[src/rtl/game_display_scheduler.sv]
// Shares the seven-segment display and game buttons between four games: a timed
// game-number banner after each switch, then a play grant, and an attract rotation after idling.
module game_display_scheduler #(
  parameter int BANNER_CYCLES  = 4,
  parameter int IDLE_CYCLES    = 16,
  parameter int ATTRACT_CYCLES = 8
) (
  input  logic        clk,
  input  logic        rst_n,
  input  logic        switch_pulse,
  input  logic [6:0]  btn_pulse,
  input  logic [15:0] game_value,
  output logic [1:0]  game_sel,
  output logic [3:0]  game_en,
  output logic [6:0]  btn_out,
  output logic [3:0]  display_value,
  output logic [1:0]  sched_state
);

  localparam int BW = (BANNER_CYCLES  > 1) ? $clog2(BANNER_CYCLES)  : 1;
  localparam int IW = (IDLE_CYCLES    > 1) ? $clog2(IDLE_CYCLES)    : 1;
  localparam int AW = (ATTRACT_CYCLES > 1) ? $clog2(ATTRACT_CYCLES) : 1;
  localparam logic [BW-1:0] BAN_LAST  = BW'(BANNER_CYCLES - 1);
  localparam logic [IW-1:0] IDLE_LAST = IW'(IDLE_CYCLES - 1);
  localparam logic [AW-1:0] ATT_LAST  = AW'(ATTRACT_CYCLES - 1);

  typedef enum logic [1:0] {
    BANNER  = 2'b00,
    PLAY    = 2'b01,
    ATTRACT = 2'b10
  } state_e;

  state_e          state_q, state_d;
  logic [1:0]      sel_q, sel_d;
  logic [BW-1:0]   ban_q, ban_d;
  logic [IW-1:0]   idle_q, idle_d;
  logic [1:0]      att_idx_q, att_idx_d;
  logic [AW-1:0]   att_tmr_q, att_tmr_d;
  logic            any_pulse;

  assign any_pulse = switch_pulse | (|btn_pulse);

  always_ff @(posedge clk) begin
    if (!rst_n) begin
      state_q   <= BANNER;
      sel_q     <= 2'd0;
      ban_q     <= '0;
      idle_q    <= '0;
      att_idx_q <= 2'd0;
      att_tmr_q <= '0;
    end else begin
      state_q   <= state_d;
      sel_q     <= sel_d;
      ban_q     <= ban_d;
      idle_q    <= idle_d;
      att_idx_q <= att_idx_d;
      att_tmr_q <= att_tmr_d;
    end
  end

  always_comb begin
    state_d   = state_q;
    sel_d     = sel_q;
    ban_d     = ban_q;
    idle_d    = idle_q;
    att_idx_d = att_idx_q;
    att_tmr_d = att_tmr_q;
    case (state_q)
      BANNER: begin
        if (switch_pulse) begin
          sel_d = sel_q + 2'd1;
          ban_d = '0;
        end else if (ban_q == BAN_LAST) begin
          state_d = PLAY;
          idle_d  = '0;
        end else begin
          ban_d = ban_q + 1'b1;
        end
      end
      PLAY: begin
        if (switch_pulse) begin
          sel_d   = sel_q + 2'd1;
          state_d = BANNER;
          ban_d   = '0;
        end else if (any_pulse) begin
          idle_d = '0;
        end else if (idle_q == IDLE_LAST) begin
          state_d   = ATTRACT;
          att_idx_d = sel_q;
          att_tmr_d = '0;
        end else begin
          idle_d = idle_q + 1'b1;
        end
      end
      ATTRACT: begin
        // The waking pulse is swallowed: no forward, no game increment.
        if (any_pulse) begin
          state_d = BANNER;
          ban_d   = '0;
        end else if (att_tmr_q == ATT_LAST) begin
          att_idx_d = att_idx_q + 2'd1;
          att_tmr_d = '0;
        end else begin
          att_tmr_d = att_tmr_q + 1'b1;
        end
      end
      default: begin
        state_d = BANNER;
        ban_d   = '0;
      end
    endcase
  end

  // Outputs are forced to their reset values while rst_n is low, even before the first edge.
  always_comb begin
    display_value = 4'd0;
    game_en       = 4'b0000;
    btn_out       = 7'b0;
    sched_state   = 2'b00;
    if (rst_n) begin
      sched_state = state_q;
      case (state_q)
        BANNER:  display_value = {2'b00, sel_q};
        PLAY: begin
          display_value = game_value[{sel_q, 2'b00} +: 4];
          game_en       = 4'b0001 << sel_q;
          btn_out       = switch_pulse ? 7'b0 : btn_pulse;
        end
        ATTRACT: display_value = game_value[{att_idx_q, 2'b00} +: 4];
        default: display_value = 4'd0;
      endcase
    end
  end

  assign game_sel = sel_q;

endmodule

[config.mk]
export PLATFORM = sky130hd
export DESIGN_NAME = game_display_scheduler
export DESIGN_NICKNAME = d
export VERILOG_FILES = /design/src/rtl/game_display_scheduler.sv
export SDC_FILE = /design/constraint.sdc
export NUM_CORES = 1
export LEC_CHECK = 0
export ABC_CLOCK_PERIOD_IN_PS = 3040
export CAP_MARGIN = 20
export CELL_PAD_IN_SITES_DETAIL_PLACEMENT = 1
export CELL_PAD_IN_SITES_GLOBAL_PLACEMENT = 1
export CORE_MARGIN = 5
export CORE_UTILIZATION = 33
export DETAILED_ROUTE_END_ITERATION = 10
export PLACE_DENSITY_LB_ADDON = 0.1
export RECOVER_POWER = 25
export SYNTH_ARGS = -nofsm -noshare
export SYNTH_HDL_FRONTEND = slang
export SYNTH_SLANG_ARGS = --single-unit
[constraint.sdc]
create_clock -name clk -period 3.04 [get_ports clk]
set_input_delay 0.608 -clock clk [delete_from_list [all_inputs] [get_ports clk]]
set_output_delay 0.608 -clock clk [all_outputs]
set_load 0.05 [all_outputs]
=== Word-level counts from Yosys, hierarchy flattened ===
Cells that the tools add are included.
W data, S select, Z words.

* Bits of input ports: 26
* Word-level logic and storage cells: 81
* Register bits: 15
* Output and inout port bits: 19

* Add/subtract/negate cells: 5
* Mux-type cells: 37
* Shift operators: 3
* Bitwise operators: 1
* Equal/unequal tests: 18
* Reduce and logical (&&, ||, !) cells: 11

{| class="wikitable"
|+ Operators by type and width
! operator !! number
|-
| $mux W4 || 8
|-
| $shiftx A16 B5 Y4 || 2
|-
| $mux W2 || 15
|-
| $mux W7 || 3
|-
| $ne A2 B2 Y1 const B || 9
|-
| $mux W3 || 5
|-
| $reduce_and A5 Y1 || 3
|-
| $ne A3 B3 Y1 const B || 4
|-
| $pmux W2 S3 || 2
|-
| $pmux W4 S3 || 1
|-
| $pmux W4 S2 || 1
|-
| $reduce_or A7 Y1 || 1
|-
| $add A2 B1 Y2 const B || 3
|-
| $pmux W3 S2 || 1
|-
| $reduce_and A6 Y1 || 1
|-
| $add A4 B1 Y4 const B || 1
|-
| $eq A2 B2 Y1 const B || 2
|-
| $eq A4 B4 Y1 const B || 1
|-
| $pmux W2 S2 || 1
|-
| $reduce_bool A2 Y1 || 2
|-
| $shl A1 B2 Y4 const A || 1
|-
| $add A3 B1 Y3 const B || 1
|-
| $eq A3 B3 Y1 const B || 1
|-
| $reduce_and A3 Y1 || 1
|-
| 5 further kinds || 5
|}

=== Longest topological paths before layout ===
* Depth after elaboration: 5
* Mapped depth: 8
* Mapped depth without buffers: 6

=== Worst setup path before layout ===
OpenSTA, ideal clock, no wires.

* Path type: reg2out
* Start point: reg state_q[0]
* End point: out display_value[0]
* Cell stages (with the launch flop): 9
* Setup slack: 0.439 ns
* Data arrival time: 1.993 ns
* Required time: 2.432 ns
* Buffers on the path: 2
* Cell sequence: dfxtp_1 > inv_1 > ha_1 > buf_4 > nand2_1 > and2_1 > buf_2 > mux4_2 > a32o_1

* Longest elaborated chain between the ends: 3
* Elaborated cells on any way between the ends: 5
* Classes of those cells: eq/ne: 2; mux: 2; reduce/logical: 1

{| class="wikitable"
|+ RTL lines
! item !! line !! source
|-
| start: declaration || 33 || <nowiki>state_e state_q, state_d;</nowiki>
|-
| start signal: assignment || 52 || <nowiki>state_q <= state_d;</nowiki>
|-
| $eq A2 B2 Y1, or another cell as far along || 122 || <nowiki>case (state_q)</nowiki>
|-
| $pmux W4 S3 (*) || 122 ||
|-
| $mux W4 (*) || 120 || <nowiki>if (rst_n) begin</nowiki>
|-
| end: declaration || 16 || <nowiki>output logic [3:0] display_value,</nowiki>
|}

Every way passes the cells marked *; elsewhere a longest branch is shown, timed or not.

=== Worst setup path in the final report ===
Same ends and word-level chain as after synthesis.

==> metrics <==
outcome=completed; Max Clk Rate=347 MHz; Multi-input gate area=906 µm²; DRT antenna net count=0; sequential standard cell area=300 µm²; Net Sw Power=142 µW; Max Cap Violations=0; share of layout cells above drive strength 1=0.209; Power per Cell Area=252 nW/µm²; fin crit share=0.947; DP HPWL=3460 µm; I/O Buffers=44; DR WL/cell=16.8 µm; nets=235; via/cell ratio=5.46; clock slew at reported path FFs=0.07 ns; # diodes=0; synthesized-area fraction occupied by and/or/nand/nor cells=0.290; Post-Synth XOR/XNOR Area=0.00675; worst endpoint required time=2.43 ns; die area=5290 µm²; main combinational cell family by area after synthesis=simple AND/OR/NAND/NOR gates; CP cell instances=inv_1 -> ha_1 -> nand2b_1 -> and2_2 -> mux4_2 -> a32o_1 -> buf_12; post-layout util=0.534; Critical Path AT=2.27 ns; first-pass GRT wire length=7040 µm; global-route usage over all layers=0.167; cell-internal power=361 µW; YS warnings=0; Bufs and invs on worst path=2; Syn Nets=186; Unique masters post-synth=48; H-tree depth=1; CP startpoint kind=flop; Worst path slowest cell=mux4_2; FP Rows=22; initial core utilization=0.347; Synth Area in Compound Gates=0.207; endpoint class of the critical path=primary output; clock skew=0.00441 ns; largest net degree at the start of global routing=14; commonest non-fill, non-tap cell in the layout=clkdlybuf4s50_1; GP Congestion=0.854; detailed router's first-iteration violation count=40; setup tns final=0 ns; unrepaired setup endpoints after global routing=false; CTS tree=built; post-synthesis cell area=1300 µm²; main flop type after synthesis=dfxtp_1; leak pwr=0.000796 µW; max-slew violation count=0; Worst-Skew Late Latency=0.25 ns; Yosys top cell area share=0.231; clk buf depth=2; Residual DRC=0; initial antenna violation count=0; area leader, netlist=dfxtp_1; Pre-antenna DRT Iters=4; Flop pwr share=0.413; WS Path Type=flop to primary output; vias in the first global route=1,499; r2r setup slk=0.88 ns; Syn Inst Count=148; hold crit path type=flop to flop; Worst IR Drop VDD=0.153 mV; Critical Path Fanout Max=5; Area growth syn-to-layout=54.0%; hold_buf cts=0; clk sinks=15; postcts setup bufs=0; via count=1,332; post-synthesis mux area share=0.100; EDFF count, synth=0; Gate power share=0.252; cell family contributing the most delay on the critical path=simple AND/OR/NAND/NOR gates; CP max stage delay=0.43 ns; Fill cells=440; switch share=0.282; measured slew at the worst slew-check pin=0.777 ns; Avg Synthesized Cell Area=8.77 µm²; post-synthesis sequential area ratio=0.231; TritonCTS Buffers=3; Routed WL=4090 µm; # setup viols final=0; CORE AREA=3740 µm²; I/O pins=45; die extent in y=72.7 µm; gr ovfl total=0; Max-slew headroom=0.478; die width=72.7 µm; fin crit period=2.88 ns; top cells by area, synth=dfxtp_1 23%, ha_1 12%, mux4_2 6.9%; Post-Synth Adder-Cell Area=0.116; Post-synth ARST share=0; clk root buf=clkbuf_8; Yosys reg bits=15; Fin. Hold Viols=0; most frequent cells in the layout=26 x clkdlybuf4s50_1, 17 x buf_12, 15 x dfxtp_1, 12 x nand2_1, 12 x ha_1; Clk network pwr share=0.335
[power by group through the flow]
stage / Sequential (µW) / Combinational, µW / Clock (µW)
4_1_cts: 208 / 131 / 171
2_1_floorplan: 219 / 57.9 / 0
5_1_grt: 209 / 137 / 180
3_3_place_gp: 212 / 126 / 0
6_report: 208 / 127 / 169
3_5_place_dp: 212 / 130 / 0
[path summary, 6_finish.rpt]
check	cells past startpoint	from	endpoint
max reg2reg	6	state_q[1]$_SDFFE_PN0P_	idle_q[2]$_SDFFE_PN0P_
min	2	att_tmr_q[1]$_SDFFE_PN0P_	att_tmr_q[1]$_SDFFE_PN0P_
max	7	state_q[0]$_SDFFE_PN0P_	display_value[0]
min reg2reg	2	att_tmr_q[1]$_SDFFE_PN0P_	att_tmr_q[1]$_SDFFE_PN0P_
[state kept, by name, indices dropped and copies added (netlist names)]
name,flops
game_sel,2
idle_q,4
att_idx_q,2
state_q,2
att_tmr_q,3
ban_q,2
[Yosys cell counts (all sizes together), types with 4 or more instances]
master   n
and2    12
inv     10
nand2   12
and3     6
ha      12
nand3    4
mux4     4
o21ai    6
dfxtp   15
mux2i    4
a21oi    7
nand2b   7
nor2     8
[worst reg2reg max path, cell delays in order, from the launching register on]
cell and delay [ns]:
dfxtp_1 0.33, inv_1 0.12, ha_1 0.44, inv_1 0.19, nor4_1 0.56, o21ai_1 0.18, a211oi_2 0.26
[final cells by class]
| cell class | count | share of cell area |
|---|---|---|
| Clock inverter | 1 | 0.00250 |
| Inverter | 10 | 0.0188 |
| Tap cell | 48 | 0.0301 |
| Timing Repair Buffer | 49 | 0.324 |
| Multi-Input combinational cell | 118 | 0.453 |
| Clock buffer | 3 | 0.0207 |
| Sequential cell | 15 | 0.150 |
[metrics by stage]
step | hold slack, ns | setup WS (ns) | cell area (µm²) | cells | total power [µW]
floorplan | 0.453 | 0.439 | 1300 | 148 | 277
global placement | 0.466 | 0.406 | 1980 | 240 | 338
detailed placement | 0.477 | 0.350 | 1980 | 240 | 343
CTS | 0.486 | 0.0763 | 2030 | 244 | 510
global route | 0.513 | 0.0567 | 2000 | 244 | 526
finish | 0.487 | 0.161 | 2000 | 244 | 503
[repair_timing]
action | 4_1_cts | 5_1_grt
endpoints found under the setup margin | 0 | 2
hold endpoints to repair | 0 | 0
resized for setup | 0 | 1
[routing by layer]
metal | GRT usage | up-vias | wire length (µm)
met5 | 0 | - | 0
met4 | 0.0307 | 0 | 31
met3 | 0.0386 | 4 | 199
met2 | 0.320 | 30 | 2160
met1 | 0.187 | 651 | 1700
li1 | - | 647 | -
[logic make-up (layout without fill, tap and decap cells)]
family | Yosys count | count (layout)
AND/OR/NAND/NOR | 62 | 62
AO/OA/AOI/OAI | 35 | 35
flip-flops | 15 | 15
buffers and inverters | 15 | 63
adder cells (fa/ha/maj) | 12 | 12
multiplexers | 8 | 8
XOR/XNOR | 1 | 1
No activity file was read; power rests on OpenSTA's default activity.
